## src/rtl/bios_watchdog_if.sv

```systemverilog
// LPC-side signal bundle for the BIOS boot watchdog: register write strobe/value,
// POST byte, and the reset-request / flash-select / status outputs.
interface bios_watchdog_if;
    logic       WriteBiosWD;
    logic [7:0] BiosRegister;
    logic [7:0] BiosPostData;
    logic       RstReqN;
    logic       BiosSel;
    logic       WdActive;
    logic [7:0] WdStatus;

    modport master (
        output WriteBiosWD, BiosRegister, BiosPostData,
        input  RstReqN, BiosSel, WdActive, WdStatus
    );

    modport slave (
        input  WriteBiosWD, BiosRegister, BiosPostData,
        output RstReqN, BiosSel, WdActive, WdStatus
    );
endinterface

```

## src/rtl/bios_watchdog.sv

```systemverilog
// BIOS boot watchdog: seconds-based timeout, platform reset pulse and dual-BIOS failover.
// Optional feature macro BIOS_WD_POST_KICK_EN: a change of the port-80 POST byte reloads the timer.
module bios_watchdog #(
    parameter int unsigned TICK_DIV  = 33_000_000,
    parameter int unsigned PULSE_LEN = 16
) (
    input  logic LpcClock,
    input  logic PciReset,
    bios_watchdog_if.slave bus
);

    localparam int unsigned PW = $clog2(TICK_DIV);
    localparam int unsigned CW = (PULSE_LEN > 1) ? $clog2(PULSE_LEN) : 1;
    localparam logic [PW-1:0] PRESC_LAST = PW'(TICK_DIV - 1);
    localparam logic [CW-1:0] PULSE_LAST = CW'(PULSE_LEN - 1);

    typedef enum logic [1:0] {
        IDLE    = 2'd0,
        ARMED   = 2'd1,
        EXPIRED = 2'd2
    } state_t;

    state_t        state_q,  state_d;
    logic [5:0]    count_q,  count_d;
    logic          fired_q,  fired_d;
    logic          sel_q,    sel_d;
    logic          rst_n_q,  rst_n_d;
    logic          active_q, active_d;
    logic [7:0]    status_q, status_d;
    logic [PW-1:0] presc_q,  presc_d;
    logic [CW-1:0] pulse_q,  pulse_d;
    logic          arm_s;
    logic          tick_s;
    logic          post_kick_s;
    logic [5:0]    reload_s;

`ifdef BIOS_WD_POST_KICK_EN
    logic [7:0]    post_q;
    logic [5:0]    timeout_q, timeout_d;

    assign post_kick_s = (bus.BiosPostData != post_q);
    assign reload_s    = timeout_q;
`else
    logic          unused_post_s;

    assign unused_post_s = ^bus.BiosPostData;
    assign post_kick_s   = 1'b0;
    assign reload_s      = 6'd0;
`endif

    assign arm_s  = bus.BiosRegister[7] && (bus.BiosRegister[5:0] != 6'd0);
    assign tick_s = (presc_q == PRESC_LAST);

    // Next-state logic: writes (outside EXPIRED) take precedence over POST kicks and ticks
    always_comb begin
        state_d = state_q;
        count_d = count_q;
        fired_d = fired_q;
        sel_d   = sel_q;
        rst_n_d = rst_n_q;
        presc_d = presc_q;
        pulse_d = pulse_q;
`ifdef BIOS_WD_POST_KICK_EN
        timeout_d = timeout_q;
`endif
        if (bus.WriteBiosWD && (state_q != EXPIRED)) begin
            if (bus.BiosRegister[6]) begin
                fired_d = 1'b0;
            end else begin
                fired_d = fired_q;
            end
            presc_d = '0;
            if (arm_s) begin
                count_d = bus.BiosRegister[5:0];
                state_d = ARMED;
`ifdef BIOS_WD_POST_KICK_EN
                timeout_d = bus.BiosRegister[5:0];
`endif
            end else begin
                count_d = 6'd0;
                state_d = IDLE;
            end
        end else begin
            case (state_q)
                IDLE: begin
                    state_d = IDLE;
                end
                ARMED: begin
                    if (post_kick_s) begin
                        count_d = reload_s;
                        presc_d = '0;
                    end else if (!tick_s) begin
                        presc_d = presc_q + 1'b1;
                    end else if (count_q > 6'd1) begin
                        presc_d = '0;
                        count_d = count_q - 6'd1;
                    end else if (count_q == 6'd1) begin
                        presc_d = '0;
                        count_d = 6'd0;
                        fired_d = 1'b1;
                        sel_d   = ~sel_q;
                        rst_n_d = 1'b0;
                        pulse_d = '0;
                        state_d = EXPIRED;
                    end else begin
                        // A zero count cannot be armed; fall back to idle rather than underflow
                        presc_d = '0;
                        state_d = IDLE;
                    end
                end
                EXPIRED: begin
                    if (pulse_q == PULSE_LAST) begin
                        rst_n_d = 1'b1;
                        state_d = IDLE;
                    end else begin
                        pulse_d = pulse_q + 1'b1;
                    end
                end
                default: begin
                    state_d = IDLE;
                    count_d = 6'd0;
                    rst_n_d = 1'b1;
                    presc_d = '0;
                    pulse_d = '0;
                end
            endcase
        end
        active_d = (state_d == ARMED);
        status_d = {active_d, fired_d, count_d};
    end

    // State and registered outputs; status is built from next-state values so it tracks them exactly
    always_ff @(posedge LpcClock) begin
        if (!PciReset) begin
            state_q  <= IDLE;
            count_q  <= 6'd0;
            fired_q  <= 1'b0;
            sel_q    <= 1'b0;
            rst_n_q  <= 1'b1;
            active_q <= 1'b0;
            status_q <= 8'h00;
            presc_q  <= '0;
            pulse_q  <= '0;
        end else begin
            state_q  <= state_d;
            count_q  <= count_d;
            fired_q  <= fired_d;
            sel_q    <= sel_d;
            rst_n_q  <= rst_n_d;
            active_q <= active_d;
            status_q <= status_d;
            presc_q  <= presc_d;
            pulse_q  <= pulse_d;
        end
    end

`ifdef BIOS_WD_POST_KICK_EN
    // Previous POST byte and last programmed timeout for POST-driven reloads
    always_ff @(posedge LpcClock) begin
        if (!PciReset) begin
            post_q    <= 8'h00;
            timeout_q <= 6'd0;
        end else begin
            post_q    <= bus.BiosPostData;
            timeout_q <= timeout_d;
        end
    end
`endif

    assign bus.RstReqN  = rst_n_q;
    assign bus.BiosSel  = sel_q;
    assign bus.WdActive = active_q;
    assign bus.WdStatus = status_q;

endmodule

```

## src/flat_wrapper.sv

```systemverilog
// flat-port wrapper written by rule: the top's interface ports become plain ports
module bios_watchdog_flat 
#(
    parameter int unsigned TICK_DIV  = 33_000_000,
    parameter int unsigned PULSE_LEN = 16
)
  (LpcClock, PciReset, bus_WriteBiosWD, bus_BiosRegister, bus_BiosPostData, bus_RstReqN, bus_BiosSel, bus_WdActive, bus_WdStatus);
  bios_watchdog_if bus_i ();
  input  logic LpcClock;
  input  logic PciReset;
  input wire logic [$bits(bus_i.WriteBiosWD)-1:0] bus_WriteBiosWD;
  input wire logic [$bits(bus_i.BiosRegister)-1:0] bus_BiosRegister;
  input wire logic [$bits(bus_i.BiosPostData)-1:0] bus_BiosPostData;
  output wire logic [$bits(bus_i.RstReqN)-1:0] bus_RstReqN;
  output wire logic [$bits(bus_i.BiosSel)-1:0] bus_BiosSel;
  output wire logic [$bits(bus_i.WdActive)-1:0] bus_WdActive;
  output wire logic [$bits(bus_i.WdStatus)-1:0] bus_WdStatus;
  assign bus_i.WriteBiosWD = bus_WriteBiosWD;
  assign bus_i.BiosRegister = bus_BiosRegister;
  assign bus_i.BiosPostData = bus_BiosPostData;
  assign bus_RstReqN = bus_i.RstReqN;
  assign bus_BiosSel = bus_i.BiosSel;
  assign bus_WdActive = bus_i.WdActive;
  assign bus_WdStatus = bus_i.WdStatus;
  bios_watchdog #(.TICK_DIV(TICK_DIV), .PULSE_LEN(PULSE_LEN)) u_core (.LpcClock(LpcClock), .PciReset(PciReset), .bus(bus_i));
endmodule
```

## config.mk

```make
export PLATFORM = sky130hd
export DESIGN_NAME = bios_watchdog_flat
export DESIGN_NICKNAME = d
export VERILOG_FILES = /design/src/rtl/bios_watchdog_if.sv /design/src/rtl/bios_watchdog.sv /design/src/flat_wrapper.sv
export SDC_FILE = /design/constraint.sdc
export NUM_CORES = 1
export LEC_CHECK = 0
export CAP_MARGIN = 30
export CORE_ASPECT_RATIO = 0.9
export CORE_MARGIN = 2
export CORE_UTILIZATION = 40
export DETAILED_ROUTE_END_ITERATION = 7
export HOLD_SLACK_MARGIN = 0.1
export SKIP_CTS_REPAIR_TIMING = 1
export SYNTH_ARGS = -nofsm -noshare
export SYNTH_HDL_FRONTEND = slang
export SYNTH_SLANG_ARGS = --single-unit
```

## constraint.sdc

```tcl
create_clock -name LpcClock -period 2 [get_ports LpcClock]
set_input_delay 0.3 -clock LpcClock [delete_from_list [all_inputs] [get_ports LpcClock]]
set_output_delay 0.3 -clock LpcClock [all_outputs]
set_load 0.1 [all_outputs]
```

# [Word-level counts from Yosys, hierarchy flattened]
# Cells that the tools add are included.
[word_totals] reg_bits=49 input_bits=19 elab_cells=70 out_inout_bits=11
[classes] n_reduce_logical=9 add_sub_neg=3 n_eq_ne=12 bitwise=5 order_cmp=1 n_mux=31
[ops] op="$pmux 25 s2" n=1
[ops] op="$mux 6" n=5
[ops] op="$add 25x1->25 const B" n=1
[ops] op="$eq 25x25->1 const B" n=1
[ops] op="$mux 25" n=1
[ops] op="$mux 4" n=4
[ops] op="$pmux 4 s3" n=1
[ops] op="$pmux 6 s2" n=1
[ops] op="$reduce_and 6->1" n=2
[ops] op="$mux 1" n=11
[ops] op="$mux 2" n=5
[ops] op="$eq 6x1->1 const B" n=1
[ops] op="$gt 6x1->1 const B" n=1
[ops] op="$ne 2x1->1 const B" n=3
[ops] op="$ne 2x2->1 const B" n=3
[ops] op="$reduce_bool 6->1" n=1
[ops] op="$sub 6x1->6 const B" n=1
[ops] op="$not 1->1" n=5
[ops] op="$reduce_and 5->1" n=1
[ops] op="$add 4x1->4 const B" n=1
[ops] op="$eq 2x1->1 const B" n=2
[ops] op="$eq 4x4->1 const B" n=1
[ops] op="$pmux 2 s2" n=1
[ops] op="$reduce_or 2->1" n=2
[ops] op="other kinds (4)" n=5

# [Depth between registers and ports, before layout]
[logic_depth] ltp_word=7 mapped_depth=9

# [Worst setup path after synthesis]
# Ideal clock, no wire load.
[synth_path] kind="register to register" from="register u_core.count_q[1]" to="register u_core.count_q[3]" slack_ns=-0.489 t_required_ns=1.884 t_arrival_ns=2.373 setup_time_ns=0.116 stages_incl_launch_ff=7 n_path_buf=0 synth_period_minus_slack_ns=2.489 cell_sequence="dfxtp_1 > inv_1 > ha_1 > o21ai_0 > nand4_1 > or4_1 > a41o_1"
[synth_via] elab_chain_cells=6 elab_cells_between_ends=8 cone_classes="add/sub (1); order compare (1); eq/ne (1); mux (5)"
[synth_rtl] item="start: declaration" line_no="bios_watchdog.sv:24" text="logic [5:0] count_q, count_d;"
[synth_rtl] item="start signal: assignment" line_no="bios_watchdog.sv:146" text="count_q <= count_d;"
[synth_rtl] item="parallel branches: the longest is 2 deep, another holds $sub 6x1->6"
[synth_rtl] item="$mux 6 *" line_no="bios_watchdog.sv:94" text="end else if (count_q > 6'd1) begin"
[synth_rtl] item="$mux 6 *" line_no="bios_watchdog.sv:92" text="end else if (!tick_s) begin"
[synth_rtl] item="$pmux 6 s2 *" line_no="bios_watchdog.sv:84" text="case (state_q)"
[synth_rtl] item="$mux 6 *" line_no="bios_watchdog.sv:66" text="if (bus.WriteBiosWD && (state_q != EXPIRED)) begin"
# Every way passes the cells marked *.
# A chain may end at the register's enable or synchronous reset.

# [Worst setup path in the final report]
[layout_path] from="register u_core.presc_q[7]" to="register u_core.count_q[4]"
[layout_via] elab_chain_cells=4
[layout_rtl] item="start: declaration" line_no="bios_watchdog.sv:30" text="logic [PW-1:0] presc_q, presc_d;"
[layout_rtl] item="start signal: assignment" line_no="bios_watchdog.sv:152" text="presc_q <= presc_d;"
[layout_rtl] item="$eq 25x25->1" line_no="bios_watchdog.sv:52" text="assign tick_s = (presc_q == PRESC_LAST);"
[layout_rtl] item="$mux 6" line_no="bios_watchdog.sv:92"
[layout_rtl] item="$pmux 6 s2" line_no="bios_watchdog.sv:84"
[layout_rtl] item="$mux 6" line_no="bios_watchdog.sv:66"
# Every way passes these cells.

==> results_tabular.tex <==
\begin{tabular}{lr}
\hline
Metric & Value \\
\hline
\multicolumn{2}{l}{\textbf{Die}} \\
\quad Full die area & 6626 um\^{}2 \\
\quad IO Count & 30 \\
\quad Placeable Area & 5725 um\^{}2 \\
\quad Cell row count & 26 \\
\quad Initial core utilization & 41.85\% \\
\quad Die width & 85.58 um \\
\quad Die Span Y & 77.43 um \\
\multicolumn{2}{l}{\textbf{Clock tree}} \\
\quad Maximum root-to-sink buffer count & 2 \\
\quad Root buffer cell & clkbuf\_8 \\
\quad Inserted Clock Buffers & 5 \\
\quad Clock edge transition at the registers on the reported setup and hold paths & 80 ps \\
\quad CTS tree & yes \\
\quad Clock latency on the worst-skew pair & 290 ps \\
\quad Clock sink total & 41 \\
\quad CTS H-Tree Depth & 2 \\
\multicolumn{2}{l}{\textbf{Global route}} \\
\quad Global route total overflow & 0 \\
\quad Pin count of the biggest net entering global routing & 16 \\
\quad Tot GR Track Use & 19.42\% \\
\quad Number of global-route vias before repair & 2164 \\
\quad Initial antenna violation count & 0 \\
\quad Wire length of the first global-routing pass & 10240 um \\
\multicolumn{2}{l}{\textbf{STA}} \\
\quad Slew at the pin closest to its max-slew limit & 412.2 ps \\
\quad Relative slew slack & 72.27\% \\
\quad Accumulated negative setup slack & 0 ps \\
\quad Number of setup violations in the final report & 0 \\
\quad Slew Viols, Final & 0 \\
\quad Final hold violation count & 0 \\
\quad Peak Freq & 523.9 MHz \\
\quad Fin worst setup slack & 91.20 ps \\
\quad Setup repair after global routing missed its margin & no \\
\quad Worst clock skew & 8.473 ps \\
\quad Min Tclk post-route & 1909 ps \\
\quad Period utilisation layout & 95.44\% \\
\quad Worst hold slack & 483.6 ps \\
\multicolumn{2}{l}{\textbf{Placed design}} \\
\quad Placer congestion estimate & 0.8403 \\
\quad Setup slack after placement & -91.16 ps \\
\quad Buffers added on ports & 21 \\
\quad Cells after DPL & 409 \\
\quad DP HPWL & 4599 um \\
\multicolumn{2}{l}{\textbf{Logic synthesis}} \\
\quad Commonest cells in the netlist & 41 x dfxtp\_1, 37 x nor2\_1, 21 x nand2\_1, 19 x xnor2\_1, 16 x nand3\_1 \\
\quad Cell types occupying the most area after synthesis & dfxtp\_1 34\%, xnor2\_1 6.9\%, nor2\_1 5.8\%, ha\_1 4.2\%, nand4\_1 3.7\% \\
\quad Portion of the post-synthesis area used by sequential elements & 34.26\% \\
\quad Number of standard cells after synthesis & 288 \\
\quad Post-synthesis cell type count & 47 \\
\quad Post-synth EDFFs & 0 \\
\quad Post-synthesis sequential element count & 41 \\
\quad Total nets after synthesis & 315 \\
\quad Total standard cell area after synthesis & 2396 um\^{}2 \\
\quad Predominant post-synthesis flop cell & dfxtp\_1 \\
\quad Syn avg cell area & 8.320 um\^{}2 \\
\quad Area share of the largest cell type after synthesis & 34.26\% \\
\quad Library cell occupying the most area in the post-synthesis netlist & dfxtp\_1 \\
\quad YS warnings & 0 \\
\quad Count leader, synth & dfxtp\_1 \\
\quad Fraction of registers with async set/reset & 0\% \\
\multicolumn{2}{l}{\textbf{Worst setup path}} \\
\quad Type of element launching the critical path & register \\
\quad Type of the worst setup path & register to register \\
\quad Req. time, crit path & 2240 ps \\
\quad Number of cells traversed by the worst register-to-register path & 5 \\
\quad Crit path DAT & 2150 ps \\
\quad Peak fanout along the critical path & 4 \\
\quad Critical Path End Type & register \\
\quad Register-to-register setup slack & 90 ps \\
\multicolumn{2}{l}{\textbf{Drt}} \\
\quad Initial drt markers & 117 \\
\quad Total wire length & 6103 um \\
\quad Via density & 5.459 \\
\quad Per-cell routed wire length & 14.60 um \\
\quad Antenna Nets Post-Route & 0 \\
\quad Pre-antenna DRT Iters & 4 \\
\quad Number of vias in the routed layout & 2282 \\
\quad DR DRC count & 0 \\
\multicolumn{2}{l}{\textbf{Cells and area}} \\
\quad Fill count & 570 \\
\quad Net count reported at finish & 374 \\
\quad Layout cell share with drive strength beyond 1 & 24.71\% \\
\quad Number of antenna diodes & 0 \\
\quad Final cell utilization of the core & 53.74\% \\
\quad Number of standard cells in the layout, taps in and fillers out & 418 \\
\quad Area growth from synthesis to layout & 28.41\% \\
\multicolumn{2}{l}{\textbf{Min path}} \\
\quad Worst Hold Class & register to register \\
\quad Hold Crit Depth & 2 \\
\multicolumn{2}{l}{\textbf{Power}} \\
\quad Power share of the clock group & 33.8\% \\
\quad NetSw & 0.4196 mW \\
\quad Largest vdd supply drop & 302.0 uV \\
\quad Switching Share & 26.78\% \\
\quad Leak & 1.100 nW \\
\quad Comb power frac & 13.2\% \\
\quad Internal cell power & 1.147 mW \\
\quad Pwr/cell area & 509.3 nW/um\^{}2 \\
\quad Part of the total power dissipated in sequential elements & 53.0\% \\
\multicolumn{2}{l}{\textbf{Flow run}} \\
\quad Reported max-cap violation count & 0 \\
\multicolumn{2}{l}{\textbf{Run status}} \\
\quad Status & completed \\
\hline
\end{tabular}
-- flip-flops by register name, indices dropped and copies added, names as in the netlist --
register             cells
u_core.state_q           2
u_core.presc_q          25
u_core.pulse_q           4
u_core.bus.RstReqN       1
u_core.bus.WdStatus      3
u_core.count_q           5
u_core.bus.BiosSel       1
-- layout by cell type (no fill, tap or decap), types with 4 or more instances in the layout --
master / count
xor2_1: 6
o21a_1: 4
nand2_1: 21
clkdlybuf4s50_1: 10
inv_1: 9
nand3_1: 16
o22ai_1: 4
buf_4: 57
a22oi_1: 4
nor3_1: 8
clkbuf_8: 5
nor2_1: 36
dfxtp_2: 5
nand4_1: 14
o21ai_0: 11
ha_1: 6
dfxtp_1: 34
xnor2_1: 19
nor4_1: 9
a21oi_1: 5
and3_1: 5
-- final cells by class --
type                       count  area (um^2)  share of cell area [%]
multi-input combinational    223         1513                   49.17
inverter                       9        33.78                   1.098
tap                           70        87.58                   2.847
timing repair buffer          67        528.0                   17.16
clock buffer                   8        80.08                   2.603
sequential                    41        834.6                   27.12
-- final timing paths --
kind,start,endpoint
setup reg to reg,u_core.presc_q[7],u_core.count_q[4]
hold reg to reg,u_core.presc_q[1],u_core.presc_q[1]
hold / removal,u_core.presc_q[1],u_core.presc_q[1]
setup / recovery,u_core.presc_q[7],u_core.count_q[4]
-- metrics by stage --
stage | instance area (um^2) | power, mW
2_1_floorplan | 2409 | 0.9716
3_3_place_gp | 2932 | 1.049
3_5_place_dp | 2932 | 1.050
4_1_cts | 3012 | 1.576
5_1_grt | 3077 | 1.645
6_report | 3077 | 1.567
-- power by group through the flow --
stage | Clock (mW) | Sequential (mW) | Combinational, mW
2_1_floorplan | 0 | 0.888 | 0.0840
3_3_place_gp | 0 | 0.850 | 0.199
3_5_place_dp | 0 | 0.850 | 0.200
4_1_cts | 0.544 | 0.831 | 0.201
5_1_grt | 0.592 | 0.832 | 0.221
6_report | 0.530 | 0.831 | 0.207
-- worst max-delay path, stage by stage (launching register included) --
cell	delay (ps)
dfxtp_1	340
or4b_1	540
nor3_1	170
nand4_1	150
or4_1	550
nand3_1	90
-- cells by family after synthesis --
family,Yosys count,synth area share [%]
buffers and inverters,24,4.960
AOI/OAI and AO/OA,41,12.38
and+or+nand+nor,147,34.26
xor gates and xnor gates,25,9.138
DFF,41,34.26
adders and majority gates,8,4.178
muxes,2,0.8355
-- per-layer routing --
| layer | up-vias | track usage [%] | wire [um] |
|---|---|---|---|
| met3 | 11 | 3.830 | 298 |
| met5 | - | 0 | 0 |
| met2 | 43 | 28.59 | 2588 |
| li1 | 1161 | - | - |
| met1 | 1067 | 28.48 | 3122 |
| met4 | 0 | 5.873 | 94 |
No activity file was read; power rests on OpenSTA's default activity.
